File: config.mk
export PLATFORM = sky130hd
export DESIGN_NAME = cam_serial_tx
export DESIGN_NICKNAME = d
export VERILOG_FILES = /design/src/rtl/cam_serial_tx.sv
export SDC_FILE = /design/constraint.sdc
export NUM_CORES = 1
export LEC_CHECK = 0
export CORE_ASPECT_RATIO = 1.4
export CORE_UTILIZATION = 45
export DETAILED_ROUTE_END_ITERATION = 8
export PLACE_DENSITY_LB_ADDON = 0.15
export SETUP_SLACK_MARGIN = 0.05
export SYNTH_ARGS = -nofsm -noshare
export SYNTH_HDL_FRONTEND = slang
export SYNTH_SLANG_ARGS = --single-unit
File: constraint.sdc
create_clock -name i_clk -period 1.8 [get_ports i_clk]
set_input_delay 0.36 -clock i_clk [delete_from_list [all_inputs] [get_ports i_clk]]
set_output_delay 0.36 -clock i_clk [all_outputs]
set_load 0.05 [all_outputs]
File: src/rtl/cam_serial_tx.sv
// Bit-serial camera-line transmitter: accepts PIX_W-bit pixels over valid/ready
// and sends one IMG_W x IMG_H frame as start(1) / data MSB-first / stop(0) symbols.
module cam_serial_tx #(
  parameter int PIX_W   = 8,
  parameter int IMG_W   = 28,
  parameter int IMG_H   = 28,
  parameter int CLK_DIV = 425,
  parameter int CNT_W   = 10
) (
  input  logic             i_clk,
  input  logic             i_rst_n,
  input  logic             i_start,
  input  logic             i_abort,
  input  logic [PIX_W-1:0] i_pix_data,
  input  logic             i_pix_valid,
  output logic             o_pix_ready,
  output logic             o_cam_data,
  output logic             o_busy,
  output logic             o_frame_done,
  output logic [CNT_W-1:0] o_pix_cnt
);

  localparam int DIV_W = (CLK_DIV > 1) ? $clog2(CLK_DIV) : 1;
  localparam int BIT_W = (PIX_W > 1) ? $clog2(PIX_W) : 1;
  localparam logic [DIV_W-1:0] DIV_LAST  = DIV_W'(CLK_DIV - 1);
  localparam logic [BIT_W-1:0] BIT_LAST  = BIT_W'(PIX_W - 1);
  localparam logic [CNT_W-1:0] PIX_TOTAL = CNT_W'(IMG_W * IMG_H);

  typedef enum logic [2:0] {
    S_IDLE,
    S_LOAD,
    S_START,
    S_DATA,
    S_STOP,
    S_DONE
  } state_t;

  state_t           state_q, state_d;
  logic [DIV_W-1:0] div_q, div_d;
  logic [BIT_W-1:0] bit_q, bit_d;
  logic [PIX_W-1:0] shreg_q, shreg_d;
  logic [CNT_W-1:0] cnt_q, cnt_d;
  logic             cam_q, cam_d;
  logic             period_end;
  logic             timed_state;

  assign period_end  = (div_q == DIV_LAST);
  assign timed_state = (state_q == S_START) || (state_q == S_DATA) || (state_q == S_STOP);

  always_comb begin
    state_d = state_q;
    bit_d   = bit_q;
    shreg_d = shreg_q;
    cnt_d   = cnt_q;
    div_d   = '0;

    // Abort overrides every transition outside IDLE; the count is left intact.
    if (i_abort && (state_q != S_IDLE)) begin
      state_d = S_IDLE;
    end else begin
      unique case (state_q)
        S_IDLE: begin
          if (i_start && !i_abort) begin
            state_d = S_LOAD;
            cnt_d   = '0;
          end
        end
        S_LOAD: begin
          if (i_pix_valid) begin
            shreg_d = i_pix_data;
            cnt_d   = cnt_q + 1'b1;
            state_d = S_START;
          end
        end
        S_START: begin
          if (period_end) begin
            state_d = S_DATA;
            bit_d   = '0;
          end
        end
        S_DATA: begin
          if (period_end) begin
            if (bit_q == BIT_LAST) begin
              state_d = S_STOP;
            end else begin
              shreg_d = shreg_q << 1;
              bit_d   = bit_q + 1'b1;
            end
          end
        end
        S_STOP: begin
          if (period_end) begin
            state_d = (cnt_q == PIX_TOTAL) ? S_DONE : S_LOAD;
          end
        end
        S_DONE: begin
          state_d = S_IDLE;
        end
        default: begin
          state_d = S_IDLE;
        end
      endcase
    end

    // Divider restarts on every state entry and on every bit boundary.
    if (timed_state && (state_d == state_q) && !period_end) begin
      div_d = div_q + 1'b1;
    end

    // Line level is derived from the next state so the output register lines up with it.
    cam_d = (state_d == S_START) || ((state_d == S_DATA) && shreg_d[PIX_W-1]);
  end

  always_ff @(posedge i_clk or negedge i_rst_n) begin
    if (!i_rst_n) begin
      state_q <= S_IDLE;
      div_q   <= '0;
      bit_q   <= '0;
      cnt_q   <= '0;
      cam_q   <= 1'b0;
    end else begin
      state_q <= state_d;
      div_q   <= div_d;
      bit_q   <= bit_d;
      cnt_q   <= cnt_d;
      cam_q   <= cam_d;
    end
  end

  // Pixel payload needs no reset: it only reaches the line after a handshake reloads it.
  always_ff @(posedge i_clk) begin
    shreg_q <= shreg_d;
  end

  assign o_pix_ready  = (state_q == S_LOAD);
  assign o_busy       = (state_q != S_IDLE);
  assign o_frame_done = (state_q == S_DONE);
  assign o_cam_data   = cam_q;
  assign o_pix_cnt    = cnt_q;

endmodule

==> impl_metrics.tcl <==
set metrics [dict create \
    synth_ff_type "dfrtp_1" \
    worstPathArrival_ns 1.39 \
    rsz0062_at_grt "true" \
    htree_levels 2 \
    coreArea_mm2 0.00395 \
    synth-simple-area-share 0.249 \
    maxSlewViolCount 0 \
    period_needed_ns 1.75 \
    grt_max_degree 27 \
    p_int_w 0.00150 \
    chipHeight_um 78.2 \
    ys_seq_area_frac 0.472 \
    grt_overflow_total 0 \
    sw_frac_of_total 0.327 \
    yosysWarnings 0 \
    vdd_drop_max_mv 1.03 \
    yosysUniqueCellTypes 46 \
    seqPwrFrac 0.408 \
    synth_edf_count 7 \
    ios 27 \
    worst_slew_pin_slew_ns 0.394 \
    startpoint_type "register" \
    clockBufferDepth 2 \
    multi_input_area_um2 957 \
    synth_area_leaders "dfrtp_1 35%, edfxtp_1 11%, a22o_1 5.2%" \
    fin_setup_tns_ns 0 \
    synth_xor_area_frac 0.0516 \
    rows 27 \
    ant_nets 0 \
    wire_per_inst_um 14.4 \
    final_common_cell "buf_4" \
    start_util 0.472 \
    antennaDiodeCount 0 \
    antenna_found_initial 0 \
    cts_tree "yes" \
    yosys-mux-area-fraction 0.00603 \
    cts_buffers 5 \
    status "completed" \
    required_ns 1.44 \
    nNetsFinal 268 \
    cap_violations 0 \
    final_core_utilization 0.650 \
    netlist_instances 185 \
    grt_pass1_vias 1627 \
    fin_crit_sh 0.970 \
    syn_to_final_growth_pct 37.6 \
    comb_power_share 0.336 \
    dr.pass1.iters 4 \
    hold_viol 0 \
    drive_gt1_frac 0.316 \
    clk_latency_ns 0.28 \
    grt_first_pass_wirelength_mm 7.10 \
    fmax_mhz 573 \
    die_w_um 56.4 \
    total_power_w 0.00222 \
    synth_compound_area_frac 0.143 \
    critPathKind "reg -> out" \
    drt-initial-drc-count 48 \
    power.density_mw_per_mm2 865 \
    seqCellArea_um2 883 \
    pwr-share-clk 0.256 \
    dieArea_mm2 0.00441 \
    clk_pin_slew_ns 0.07 \
    p_leak_nw 1.17 \
    synth_nets 204 \
    port_buffers 26 \
    cts_sinks 34 \
    synth_fa_ha_area_frac 0.0402 \
    maxSlewHeadroom 0.737 \
    hpwlAfterDp_mm 2.96 \
    via_per_inst 5.44 \
    gp_congestion 0.844 \
    vias 1595 \
    async_flop_share 0.765 \
    cts_hold_buf 0 \
    root_buffer "clkbuf_8" \
    place_area_mm2 0.00233 \
    ys_seq_elements 34 \
    final_area_mm2 0.00257 \
    hold_class "in -> async" \
    end_kind "primary output" \
    avgSynthCellArea_um2 10.1 \
    finalSetupViolCount 0 \
    cp_max_fo 8 \
    synth_area_mm2 0.00187 \
    synth_top_cell_by_area "dfrtp_1" \
    routed_wl_mm 4.23 \
    finClkSkew_ns 0.00520 \
    synth_top_family_by_area "simple AND/OR/NAND/NOR gates" \
    power_switching_w 0.000727 \
    track_usage 0.208 \
    synth_top_area_share 0.349 \
    mostFrequentLayoutCells "48 x buf_4, 24 x dfrtp_1, 18 x nor2_1" \
    nFillCells 319 \
    drc 0 \
]
## power by group through the flow
stage	Combinational, W	Sequential [W]	Clock (W)
after detailed placement	0.000677	0.000930	0
final	0.000746	0.000907	0.000570
after global routing	0.000807	0.000913	0.000626
after global placement	0.000662	0.000928	0
after floorplan	0.000308	0.000998	0
after CTS	0.000732	0.000907	0.000602
## synthesized netlist by cell type (2+ instances only)
master / n
buf_2: 2
a21oi_1: 6
dfrtp_1: 26
and3_1: 2
xnor2_1: 2
nor2_1: 19
clkbuf_1: 4
a22o_1: 11
nor3_1: 3
o21ai_0: 11
nand3_1: 9
nand4_1: 5
nand2_1: 11
or2_2: 2
nor2b_1: 4
ha_1: 6
edfxtp_1: 7
o31ai_1: 2
nand2b_1: 3
nand4_4: 2
inv_1: 9
or3_1: 5
and2_1: 2
xor2_1: 9
nor3_4: 2
## critical path, cell delays in order (launching register included)
cell     delay, ns
dfrtp_2       0.46
buf_4         0.17
or3_4         0.33
buf_6         0.16
## cells by family (layout without fill, tap and decap cells)
| family | after synthesis | after routing |
|---|---|---|
| AO/OA/AOI/OAI | 39 | 39 |
| XOR/XNOR | 11 | 11 |
| adder cells (fa/ha/maj) | 6 | 6 |
| buffers and inverters | 17 | 82 |
| flip-flops | 34 | 34 |
| multiplexers | 1 | 1 |
| AND/OR/NAND/NOR | 77 | 77 |
## per-layer routing
| layer | global-route usage | part of all wire | vias to the layer above | wire length (um) |
|---|---|---|---|---|
| met5 | 0 | 0 | - | 0 |
| met4 | 0.0854 | 0.0097 | 0 | 41 |
| met3 | 0.0445 | 0.030 | 4 | 126 |
| met2 | 0.362 | 0.53 | 29 | 2250 |
| met1 | 0.243 | 0.43 | 766 | 1810 |
| li1 | - | - | 796 | - |
## state kept, by name (all words and copies together) (netlist names)
signal      cells
o_cam_data      1
o_pix_cnt      10
div_q           9
shreg_q         8
state_q         3
bit_q           3
## final cells by class
| cell class | count | share of cell area |
|---|---|---|
| multi-input cells | 134 | 0.373 |
| flip-flops and latches | 34 | 0.344 |
| repair buffers | 64 | 0.212 |
| clock buffers | 7 | 0.0336 |
| well taps | 43 | 0.0209 |
| inverters | 10 | 0.0146 |
| clock inverters | 1 | 0.00195 |
## through the flow
stage                     hold slack (ns)  instances  setup slack (ns)
after global placement              0.479        272            -0.148
final                               0.453        293            0.0543
after detailed placement            0.479        272            -0.175
after global routing                0.474        293          -0.00706
after CTS                           0.457        290            0.0345
after floorplan                    0.0644        185             0.104
## final timing paths
path | startpoint | to | slack, ns | depth (start not counted)
max reg2reg | div_q[4] | o_cam_data | 0.08 | 5
min reg2reg | shreg_q[7] | shreg_q[7] | 0.50 | 1
max | state_q[0] | o_busy | 0.05 | 3
min in group i_clk | shreg_q[7] | shreg_q[7] | 0.50 | 1
min | i_rst_n | div_q[8] | 0.45 | 2
max in group asynchronous | i_rst_n | state_q[1] | 1.07 | 2
## timing repair
item | 4_1_cts | 5_1_grt
setup buffers | 10 | 3
setup endpoints to repair | 4 | 19
endpoints found under the hold margin | 0 | 0
pin swaps | 5 | 3
resized for setup | 6 | 8
(Power assumes the default switching activity.)
